<file path="src/rtl/uart_pkg.sv">
// Shared definitions for the UART register-access command engine.
//   cmd_state_t       : command engine FSM states
//   CMD_ACK / CMD_NAK : response bytes for completed writes / rejected commands
//   CMD_WR_BIT        : command byte bit holding the write flag
//   CMD_ADDR_LSB      : lowest command byte bit of the register address
//   UART_DOUTL_OFFSET : register address of the RX FIFO data port
package uart_pkg;

    localparam int         UART_DOUTL_OFFSET = 0;

    localparam logic [7:0] CMD_ACK      = 8'hA5;
    localparam logic [7:0] CMD_NAK      = 8'h5A;

    localparam int         CMD_WR_BIT   = 0;
    localparam int         CMD_ADDR_LSB = 1;

    typedef enum logic [2:0] {
        ST_IDLE,
        ST_RD_REQ,
        ST_RD_CAP,
        ST_TX_DATA,
        ST_GET_DATA,
        ST_WR_REQ,
        ST_TX_ACK,
        ST_TX_NAK
    } cmd_state_t;

    // True when any bit above the address field is set. With a 7-bit
    // address the shift clears the whole byte, so nothing is reserved.
    function automatic logic cmd_reserved_set(input logic [7:0] cmd, input int addr_w);
        logic [7:0] hi;
        hi = cmd >> (addr_w + 1);
        return (hi != 8'h00);
    endfunction

endpackage

</file>
<file path="src/rtl/uart_cmd_engine_if.sv">
// Signal bundle between the command engine and its environment
// (UART RX/TX byte streams and the register file).
//   master : the command engine (drives o_*, samples i_*)
//   slave  : the UART core / register file side
//
// TX handshake: o_tx_data_valid rises with a byte on o_tx_data; both stay
// frozen until a rising edge sees o_tx_data_valid && i_tx_ready, which is
// the single transfer point. i_rx_data_valid is a one-cycle strobe with no
// ready; bytes arriving when the engine cannot take them are lost.
interface uart_cmd_engine_if #(
    parameter int ADDR_W     = 3,
    parameter int DATA_BYTES = 1
);
    logic [7:0]              i_rx_data;
    logic                    i_rx_data_valid;
    logic [7:0]              o_tx_data;
    logic                    o_tx_data_valid;
    logic                    i_tx_ready;
    logic [ADDR_W-1:0]       o_addr;
    logic                    o_rd_req;
    logic [8*DATA_BYTES-1:0] i_rd_data;
    logic                    o_wr_req;
    logic [8*DATA_BYTES-1:0] o_wr_data;
    logic                    o_fifo_fetch;
    logic                    o_busy;
    logic                    o_timeout;

    modport master (
        input  i_rx_data, i_rx_data_valid, i_tx_ready, i_rd_data,
        output o_tx_data, o_tx_data_valid, o_addr, o_rd_req, o_wr_req,
               o_wr_data, o_fifo_fetch, o_busy, o_timeout
    );

    modport slave (
        output i_rx_data, i_rx_data_valid, i_tx_ready, i_rd_data,
        input  o_tx_data, o_tx_data_valid, o_addr, o_rd_req, o_wr_req,
               o_wr_data, o_fifo_fetch, o_busy, o_timeout
    );
endinterface

</file>
<file path="src/rtl/uart_cmd_timeout.sv">
// Inter-byte timeout for write payloads: a loadable down-counter.
//   i_clk, i_rst_n : clock, synchronous active-low reset
//   i_load         : reload to TIMEOUT_CYC-1 (start of payload / byte received)
//   i_en           : count down while waiting for payload
//   o_expired      : high in the cycle the count has run out while enabled
// Loading TIMEOUT_CYC-1 and expiring at zero fires on the TIMEOUT_CYC-th
// idle cycle, the same point an up-counter reaching TIMEOUT_CYC-1 would.
module uart_cmd_timeout #(
    parameter int TIMEOUT_CYC = 100000
) (
    input  logic i_clk,
    input  logic i_rst_n,
    input  logic i_load,
    input  logic i_en,
    output logic o_expired
);
    localparam int            CW       = $clog2(TIMEOUT_CYC + 1);
    localparam logic [CW-1:0] LOAD_VAL = CW'(TIMEOUT_CYC - 1);

    logic [CW-1:0] cnt_q, cnt_d;

    always_comb begin
        cnt_d = cnt_q;
        if (i_load) begin
            cnt_d = LOAD_VAL;
        end else if (i_en && (cnt_q != '0)) begin
            cnt_d = cnt_q - CW'(1);   // saturates at zero
        end
    end

    assign o_expired = i_en && (cnt_q == '0);

    always_ff @(posedge i_clk) begin
        if (!i_rst_n) cnt_q <= '0;
        else          cnt_q <= cnt_d;
    end
endmodule

</file>
<file path="src/rtl/uart_cmd_engine.sv">
// UART register-access command engine. Decodes a command byte, then either
// reads a DATA_BYTES-wide register and streams it out LSB first, or collects
// DATA_BYTES payload bytes and issues one write (optionally ACKed). Bad
// commands and abandoned payloads are answered with a NAK byte.
//   i_clk, i_rst_n : clock, synchronous active-low reset
//   bus (master)   : RX strobe/byte, TX valid/ready/byte, register read/write
//                    strobes with address and data, FIFO pop, busy, timeout
// Every output is a flop; each is loaded on the edge that enters the state
// it belongs to, so strobes line up with the state they describe.
module uart_cmd_engine
    import uart_pkg::*;
#(
    parameter int ADDR_W      = 3,
    parameter int DATA_BYTES  = 1,
    parameter int FIFO_ADDR   = UART_DOUTL_OFFSET,
    parameter int TIMEOUT_CYC = 100000,
    parameter int WRITE_ACK   = 1
) (
    input  logic              i_clk,
    input  logic              i_rst_n,
    uart_cmd_engine_if.master bus
);
    localparam int                DW       = 8 * DATA_BYTES;
    localparam int                BCW      = $clog2(DATA_BYTES + 1);
    localparam logic [BCW-1:0]    LAST_IDX = BCW'(DATA_BYTES - 1);
    localparam logic [ADDR_W-1:0] FIFO_A   = ADDR_W'(FIFO_ADDR);

    cmd_state_t        state_q, state_d;
    logic [ADDR_W-1:0] addr_q, addr_d;
    logic [DW-1:0]     shift_q, shift_d;     // read data or write payload
    logic [BCW-1:0]    idx_q, idx_d;         // byte lane index
    logic [7:0]        tx_data_q, tx_data_d;
    logic              tx_valid_q, tx_valid_d;
    logic              rd_req_q, rd_req_d;
    logic              wr_req_q, wr_req_d;
    logic [DW-1:0]     wr_data_q, wr_data_d;
    logic              fifo_fetch_q, fifo_fetch_d;
    logic              busy_q, busy_d;
    logic              timeout_q, timeout_d;

    logic              tmo_load, tmo_en, tmo_expired;
    logic              tx_accept;
    logic [ADDR_W-1:0] rx_addr;
    logic [DW-1:0]     shift_nx;

    assign tmo_en    = (state_q == ST_GET_DATA);
    assign tx_accept = tx_valid_q && bus.i_tx_ready;
    assign rx_addr   = bus.i_rx_data[CMD_ADDR_LSB +: ADDR_W];
    assign shift_nx  = shift_q >> 8;

    uart_cmd_timeout #(
        .TIMEOUT_CYC(TIMEOUT_CYC)
    ) u_timeout (
        .i_clk    (i_clk),
        .i_rst_n  (i_rst_n),
        .i_load   (tmo_load),
        .i_en     (tmo_en),
        .o_expired(tmo_expired)
    );

    always_comb begin
        state_d      = state_q;
        addr_d       = addr_q;
        shift_d      = shift_q;
        idx_d        = idx_q;
        tx_data_d    = tx_data_q;
        tx_valid_d   = tx_valid_q;
        wr_data_d    = wr_data_q;
        rd_req_d     = 1'b0;
        wr_req_d     = 1'b0;
        fifo_fetch_d = 1'b0;
        timeout_d    = 1'b0;
        tmo_load     = 1'b0;

        case (state_q)
            ST_IDLE: begin
                if (bus.i_rx_data_valid) begin
                    if (cmd_reserved_set(bus.i_rx_data, ADDR_W)) begin
                        state_d    = ST_TX_NAK;
                        tx_data_d  = CMD_NAK;
                        tx_valid_d = 1'b1;
                    end else if (!bus.i_rx_data[CMD_WR_BIT]) begin
                        state_d      = ST_RD_REQ;
                        addr_d       = rx_addr;
                        rd_req_d     = 1'b1;
                        fifo_fetch_d = (rx_addr == FIFO_A);
                    end else begin
                        state_d  = ST_GET_DATA;
                        addr_d   = rx_addr;
                        idx_d    = '0;
                        shift_d  = '0;
                        tmo_load = 1'b1;
                    end
                end
            end

            ST_RD_REQ: state_d = ST_RD_CAP;

            // Read data is valid now; present lane 0 straight away.
            ST_RD_CAP: begin
                state_d    = ST_TX_DATA;
                shift_d    = bus.i_rd_data;
                idx_d      = '0;
                tx_data_d  = bus.i_rd_data[7:0];
                tx_valid_d = 1'b1;
            end

            ST_TX_DATA: begin
                if (tx_accept) begin
                    if (idx_q == LAST_IDX) begin
                        state_d    = ST_IDLE;
                        tx_valid_d = 1'b0;
                    end else begin
                        idx_d     = idx_q + BCW'(1);
                        shift_d   = shift_nx;
                        tx_data_d = shift_nx[7:0];
                    end
                end
            end

            // Expiry is checked first so a byte landing on that cycle is lost.
            ST_GET_DATA: begin
                if (tmo_expired) begin
                    state_d    = ST_TX_NAK;
                    timeout_d  = 1'b1;
                    shift_d    = '0;
                    tx_data_d  = CMD_NAK;
                    tx_valid_d = 1'b1;
                end else if (bus.i_rx_data_valid) begin
                    for (int i = 0; i < DATA_BYTES; i++) begin
                        if (idx_q == BCW'(i)) shift_d[8*i +: 8] = bus.i_rx_data;
                    end
                    tmo_load = 1'b1;
                    if (idx_q == LAST_IDX) begin
                        state_d   = ST_WR_REQ;
                        wr_req_d  = 1'b1;
                        wr_data_d = shift_d;
                    end else begin
                        idx_d = idx_q + BCW'(1);
                    end
                end
            end

            ST_WR_REQ: begin
                if (WRITE_ACK != 0) begin
                    state_d    = ST_TX_ACK;
                    tx_data_d  = CMD_ACK;
                    tx_valid_d = 1'b1;
                end else begin
                    state_d = ST_IDLE;
                end
            end

            ST_TX_ACK, ST_TX_NAK: begin
                if (tx_accept) begin
                    state_d    = ST_IDLE;
                    tx_valid_d = 1'b0;
                end
            end

            default: state_d = ST_IDLE;
        endcase

        busy_d = (state_d != ST_IDLE);
    end

    always_ff @(posedge i_clk) begin
        if (!i_rst_n) begin
            state_q      <= ST_IDLE;
            addr_q       <= '0;
            shift_q      <= '0;
            idx_q        <= '0;
            tx_data_q    <= '0;
            tx_valid_q   <= 1'b0;
            rd_req_q     <= 1'b0;
            wr_req_q     <= 1'b0;
            wr_data_q    <= '0;
            fifo_fetch_q <= 1'b0;
            busy_q       <= 1'b0;
            timeout_q    <= 1'b0;
        end else begin
            state_q      <= state_d;
            addr_q       <= addr_d;
            shift_q      <= shift_d;
            idx_q        <= idx_d;
            tx_data_q    <= tx_data_d;
            tx_valid_q   <= tx_valid_d;
            rd_req_q     <= rd_req_d;
            wr_req_q     <= wr_req_d;
            wr_data_q    <= wr_data_d;
            fifo_fetch_q <= fifo_fetch_d;
            busy_q       <= busy_d;
            timeout_q    <= timeout_d;
        end
    end

    assign bus.o_tx_data       = tx_data_q;
    assign bus.o_tx_data_valid = tx_valid_q;
    assign bus.o_addr          = addr_q;
    assign bus.o_rd_req        = rd_req_q;
    assign bus.o_wr_req        = wr_req_q;
    assign bus.o_wr_data       = wr_data_q;
    assign bus.o_fifo_fetch    = fifo_fetch_q;
    assign bus.o_busy          = busy_q;
    assign bus.o_timeout       = timeout_q;
endmodule

</file>
<file path="src/flat_wrapper.sv">
// flat-port wrapper written by rule: the top's interface ports become plain ports
module uart_cmd_engine_flat import uart_pkg::*;
#(
    parameter int ADDR_W      = 3,
    parameter int DATA_BYTES  = 1,
    parameter int FIFO_ADDR   = UART_DOUTL_OFFSET,
    parameter int TIMEOUT_CYC = 100000,
    parameter int WRITE_ACK   = 1
)
  (i_clk, i_rst_n, bus_i_rx_data, bus_i_rx_data_valid, bus_i_tx_ready, bus_i_rd_data, bus_o_tx_data, bus_o_tx_data_valid, bus_o_addr, bus_o_rd_req, bus_o_wr_req, bus_o_wr_data, bus_o_fifo_fetch, bus_o_busy, bus_o_timeout);
  uart_cmd_engine_if #(.ADDR_W(ADDR_W), .DATA_BYTES(DATA_BYTES)) bus_i ();
  input  logic i_clk;
  input  logic i_rst_n;
  input wire logic [$bits(bus_i.i_rx_data)-1:0] bus_i_rx_data;
  input wire logic [$bits(bus_i.i_rx_data_valid)-1:0] bus_i_rx_data_valid;
  input wire logic [$bits(bus_i.i_tx_ready)-1:0] bus_i_tx_ready;
  input wire logic [$bits(bus_i.i_rd_data)-1:0] bus_i_rd_data;
  output wire logic [$bits(bus_i.o_tx_data)-1:0] bus_o_tx_data;
  output wire logic [$bits(bus_i.o_tx_data_valid)-1:0] bus_o_tx_data_valid;
  output wire logic [$bits(bus_i.o_addr)-1:0] bus_o_addr;
  output wire logic [$bits(bus_i.o_rd_req)-1:0] bus_o_rd_req;
  output wire logic [$bits(bus_i.o_wr_req)-1:0] bus_o_wr_req;
  output wire logic [$bits(bus_i.o_wr_data)-1:0] bus_o_wr_data;
  output wire logic [$bits(bus_i.o_fifo_fetch)-1:0] bus_o_fifo_fetch;
  output wire logic [$bits(bus_i.o_busy)-1:0] bus_o_busy;
  output wire logic [$bits(bus_i.o_timeout)-1:0] bus_o_timeout;
  assign bus_i.i_rx_data = bus_i_rx_data;
  assign bus_i.i_rx_data_valid = bus_i_rx_data_valid;
  assign bus_i.i_tx_ready = bus_i_tx_ready;
  assign bus_i.i_rd_data = bus_i_rd_data;
  assign bus_o_tx_data = bus_i.o_tx_data;
  assign bus_o_tx_data_valid = bus_i.o_tx_data_valid;
  assign bus_o_addr = bus_i.o_addr;
  assign bus_o_rd_req = bus_i.o_rd_req;
  assign bus_o_wr_req = bus_i.o_wr_req;
  assign bus_o_wr_data = bus_i.o_wr_data;
  assign bus_o_fifo_fetch = bus_i.o_fifo_fetch;
  assign bus_o_busy = bus_i.o_busy;
  assign bus_o_timeout = bus_i.o_timeout;
  uart_cmd_engine #(.ADDR_W(ADDR_W), .DATA_BYTES(DATA_BYTES), .FIFO_ADDR(FIFO_ADDR), .TIMEOUT_CYC(TIMEOUT_CYC), .WRITE_ACK(WRITE_ACK)) u_core (.i_clk(i_clk), .i_rst_n(i_rst_n), .bus(bus_i));
endmodule
</file>
<file path="config.mk">
export PLATFORM = sky130hd
export DESIGN_NAME = uart_cmd_engine_flat
export DESIGN_NICKNAME = d
export VERILOG_FILES = /design/src/rtl/uart_pkg.sv /design/src/rtl/uart_cmd_engine_if.sv /design/src/rtl/uart_cmd_timeout.sv /design/src/rtl/uart_cmd_engine.sv /design/src/flat_wrapper.sv
export SDC_FILE = /design/constraint.sdc
export NUM_CORES = 1
export LEC_CHECK = 0
export CAP_MARGIN = 20
export CORE_UTILIZATION = 36
export DETAILED_ROUTE_END_ITERATION = 6
export PLACE_DENSITY = 0.66
export SLEW_MARGIN = 15
export SYNTH_ARGS = -nofsm -noshare
export SYNTH_HDL_FRONTEND = slang
export SYNTH_HIERARCHICAL = 1
export SYNTH_SLANG_ARGS = --single-unit
</file>
<file path="constraint.sdc">
create_clock -name i_clk -period 5.7 [get_ports i_clk]
set_input_delay 1.71 -clock i_clk [delete_from_list [all_inputs] [get_ports i_clk]]
set_output_delay 1.71 -clock i_clk [all_outputs]
set_load 0.03 [all_outputs]
</file>
# == After elaboration in Yosys (flattened, before gate mapping) ==
# Cells that the tools add are included.
# classes
n_mux,49
reduce_logical,26
addsub,2
bitwise_logic,7
eq_ne,19
# op_table
operator,n
$mux W8,11
$pmux W8 S5,1
$mux W17,2
$pmux W8 S4,1
$mux W3,9
$mux W1,21
$pmux W3 S7,1
$reduce_and A7 Y1,3
$logic_not A17 Y1,1
$reduce_bool A17 Y1,1
$sub A17 B1 Y17 const B,1
$eq A3 B3 Y1 const B,4
$ne A2 B2 Y1 const B,6
$ne A2 B1 Y1 const B,5
$reduce_bool A5 Y1,2
$reduce_bool A8 Y1,1
$reduce_or A4 Y1,2
$not A1 Y1,7
$eq A3 B2 Y1 const B,2
$logic_not A3 Y1,2
$reduce_and A6 Y1,1
$reduce_or A2 Y1,3
$pmux W1 S5,1
$reduce_or A5 Y1,1
12 further kinds,14
# word_totals
out_inout_bits,25
reg_bits,54

# == Logic depth before layout (Yosys ltp) ==
# depth
depth_word,5
ltp_mapped,13
mapped_depth_nobuf,11

# == Modules after synthesis ==
# Netlist, hierarchy kept.
# by_module_without_submodules
module,seq_area_each_um2,cells_each,instances,area_each_um2
uart_cmd_engine,560.5,117,1,1142.3
uart_cmd_timeout,340.3,112,1,989.7

# == Least setup slack after synthesis ==
# Ideal clock, no wire load.
# synth_path
path_type,input-to-reg
startpoint,input port bus_i_rx_data[7]
endpoint,register u_core.u_timeout.cnt_q[0]
path_slack_ns,2.468
cell_stages,7
n_path_buf,2
t_arrival_ns,3.154
required_ns,5.622
cell_sequence,nor4_4 > nand2_1 > o21ai_0 > clkbuf_1 > clkbuf_1 > o31ai_1 > nor3_1
# synth_via
elab_chain_cells,5
# synth_lines
item,line,source
from (decl),flat_wrapper.sv:14,input wire logic [$bits(bus_i.i_rx_data)-1:0] bus_i_rx_data;
$reduce_bool A8 Y1 (*),uart_pkg.sv:33,return (hi != 8'h00);
$mux W1 (*),uart_cmd_engine.sv:78,"if (cmd_reserved_set(bus.i_rx_data, ADDR_W)) begin"
$mux W1 (*),uart_cmd_engine.sv:77,if (bus.i_rx_data_valid) begin
$pmux W1 S2 (*),uart_cmd_engine.sv:75,case (state_q)
net u_core.tmo_load,uart_cmd_engine.sv:41,"logic tmo_load, tmo_en, tmo_expired;"
$mux W17 / $reduce_bool A2 Y1 (equally long branches),n/a,
to (signal assigned),uart_cmd_timeout.sv:35,else cnt_q <= cnt_d;
to (decl),uart_cmd_timeout.sv:20,"logic [CW-1:0] cnt_q, cnt_d;"
# The timed path passes the listed nets; every way through them passes the cells marked *.
# A chain may end at the register's enable or synchronous reset.

# == Worst setup path after layout ==
# layout_path
startpoint,register u_core.state_q[2]
endpoint,register u_core.u_timeout.cnt_q[7]
# layout_via
elab_chain_cells,5
# layout_lines
item,line,source
from (decl),uart_cmd_engine.sv:28,"cmd_state_t state_q, state_d;"
from (signal assigned),uart_cmd_engine.sv:182,state_q <= state_d;
$eq A3 B3 Y1 (*),uart_cmd_engine.sv:46,assign tmo_en = (state_q == ST_GET_DATA);
net u_core.tmo_en,uart_cmd_engine.sv:41,
$logic_and A1 B1 Y1 (*),uart_cmd_timeout.sv:31,assign o_expired = i_en && (cnt_q == '0);
net u_core.tmo_expired,uart_cmd_engine.sv:41,
$mux W1 (*),uart_cmd_engine.sv:123,if (tmo_expired) begin
$pmux W1 S2 (*),uart_cmd_engine.sv:75,
net u_core.tmo_load,uart_cmd_engine.sv:41,
$mux W17 / $reduce_bool A2 Y1 (equally long branches),n/a,
# Marked as above.

==> impl_metrics.toml <==
[layout]
fillers = 560
layout_common_cells = "dfxtp_1, clkdlybuf4s50_1, a21oi_1, nor2_1, nand2_1"
final_common_cell = "dfxtp_1"
n_antenna_cell = 0
nNetsFinal = 293
syn2layout_area_growth_pct = 27.3
layout-drive-gt1-share_pct = 11.4

[global_route]
grtUsageMet2_pct = 25.7
use_met1_pct = 20.4
antenna_found_initial = 0
grt_pass1_vias = 1703
grt_use_met3_pct = 3.45
grt_start_max_net_pins = 21
grt_overflow = 0
top_usage_layer = "met2"
grt_pass1_wl_um = 7750
grt_usage_pct = 15.8

[clock_tree]
cts-root-buf = "clkbuf_8"
post_cts_resized = 0
htreeDepth = 2
insertion_delay_ns = 0.30
clock-sinks = 45
postCtsSetupBuffers = 0
cts_tree = "done"
path_clk_slew_ns = 0.09
numCtsBuffers = 5
cts_buffer_depth = 2
cts_hold_buf = 0

[pwr]
peakVddDrop_mv = 0.228
p_leak_nw = 0.993
powerDensity_nw_per_um2 = 518

[sta]
maxSlewHeadroom_pct = 49.4
tightest_slew_ns = 0.753
rsz0062_at_grt = "no"
setup_slack_ns = 1.90
setup_viol = 0
finalMaxSlewViolations = 0
fmax_mhz = 263
finalCriticalPeriod_ns = 3.80
fin_skew_ns = 0.00283
finalHoldViolCount = 0
post-route-period-util_pct = 66.6
setup_tns_ns = 0

[setup_path]
path_buf_inv = 1
regToRegSetupSlack_ns = 1.90
crit_chain = "nor3b_2 > nand4bb_1 > nand3b_1 > nor2_1 > nand3b_1 > o21ai_0 > buf_4 > or2_2 > o21ai_0 > nor2_1 > o221a_2"
critical_path.max_stage_delay_ns = 0.55
cp_top_family = "simple AND/OR/NAND/NOR gates"
crit_slowest_cell = "nor3b_2"
worst-path-stages = 11
path_max_fanout = 18
crit_required_ns = 5.90
worstSetupEndpointType = "flop"
cp.arrival_ns = 3.99
start_kind = "flop"
critPathKind = "flop to flop"
r2r_cells = 11

[hold_path]
worstHoldPathCells = 2
hold_path.class = "flop to flop"

[floorplanning]
core_area_um2 = 5610
core.rowCount = 27
dieArea_um2 = 6230
initial_core_util_pct = 38.0
die_y_um = 79.0
ios = 45
die_width_um = 79.0

[synth]
ys_seq_area_share_pct = 42.3
synth_seq_cells = 45
yosys_warnings = 6
synth-simple-area-share_pct = 28.1
syn_area_per_cell_um2 = 9.31
synth_top_area_share_pct = 42.3
synth_cell_types = 50
synth_xor_area_share_pct = 0
synthAdderAreaFrac_pct = 0.587
synth_mux_area_share_pct = 5.16
netlist_instances = 229
synth_compound_area_share_pct = 20.7
yosys.area.top_type = "dfxtp_1"
synth_top_family_by_area = "simple AND/OR/NAND/NOR gates"
synth.area.top_cells = "dfxtp_1, a21oi_1, mux2i_1, nor2_1, nand3_1"
syn_area_um2 = 2130
syn_nets = 250

[route]
drt_pass1_iterations = 4
avgRoutedWirePerCell_um = 13.4
avgViaCountPerCell = 5.27
drt_drc_violations_left = 0
wl_um = 4610
num_vias = 1817
drtIter0Drc = 70
ant_nets = 0

[place]
gp_congestion = 0.821
io_buffers = 44
dp_slack_ns = 1.78
dp_hpwl_um = 3300

[run]
max_cap_violations = 0

[outcome]
status = "completed"
-- sequential cells by signal (all words and copies together), names as in the netlist --
name,count
u_core/bus.o_addr,3
u_core/bus.o_timeout,1
u_core/bus.o_busy,1
u_core/bus.o_tx_data_valid,1
u_core/bus.o_rd_req,1
u_core/bus.o_wr_data,8
u_core/bus.o_fifo_fetch,1
u_core/bus.o_tx_data,8
u_core/state_q,3
u_core/u_timeout/cnt_q,17
u_core/bus.o_wr_req,1
-- through the flow --
step | utilization, % | std cells | hold WS (ns) | total power, mW | cell area [µm²]
after floorplan | - | 229 | 0.450 | 1.04 | 2130
after global placement | 46.8 | 337 | 0.453 | 1.21 | 2630
after detailed placement | 46.8 | 337 | 0.450 | 1.21 | 2630
after CTS | 48.4 | 345 | 0.474 | 1.42 | 2720
after global routing | 48.4 | 345 | 0.495 | 1.52 | 2720
final | 48.4 | 345 | 0.475 | 1.41 | 2720
-- synth_stat cells, drive strengths merged --
master   count
nand4        1
o32ai        1
ha           1
nor4b        4
dfxtp       45
and3         3
nor4         7
nor2        18
o41a         1
o21a         3
a21boi       4
nor2b        2
a211o        2
buf          5
or2          2
o31ai        4
or4          6
nand2b       6
a211oi       3
and2         3
or3          2
o221a        5
inv          6
nand4bb      1
nand2       14
nand3       11
o21ai       11
a21oi       23
o31a         6
nand3b       4
nor3b        2
clkbuf       4
mux2i       11
a2111oi      1
nor3         7
-- cell type report --
class | instances | area [µm²] | share of cell area [%]
multi-input cells | 169 | 1160 | 42.9
flip-flops and latches | 45 | 901 | 33.2
repair buffers | 45 | 448 | 16.5
well taps | 72 | 90.1 | 3.32
clock buffers | 5 | 68.8 | 2.53
inverters | 6 | 22.5 | 0.829
clock inverters | 3 | 21.3 | 0.783
-- cells by family after synthesis --
| family | Yosys count |
|---|---|
| simple gates | 93 |
| compound gates | 64 |
| flops | 45 |
| buf+inv | 15 |
| mux | 11 |
| fa+ha+maj | 1 |
-- metal layers --
layer  part of all wire [%]  vias to the layer above
met3                    5.0                        4
li1                       -                      943
met4                    1.2                        0
met1                     47                      832
met5                      0                        -
met2                     47                       38
-- report_power, final --
part,internal [mW],switching [mW],total (mW)
Combinational,0.302,0.414,0.716
Clock,0.0871,0.114,0.201
Sequential,0.397,0.0928,0.489
Total,0.785,0.621,1.41
-- worst min-delay path: cells and delay by family (launching register included) --
kind | cells | cell delay (ns)
flops | 1 | 0.32
compound gates | 1 | 0.06
simple gates | 1 | 0.05
-- final timing paths --
check / start / end
max: u_core/state_q[2] / u_core/u_timeout/cnt_q[7]
min: u_core/bus.o_addr[2] / u_core/bus.o_addr[2]
max reg2reg: u_core/state_q[2] / u_core/u_timeout/cnt_q[7]
min reg2reg: u_core/bus.o_addr[2] / u_core/bus.o_addr[2]
No activity file was read; power rests on OpenSTA's default activity.
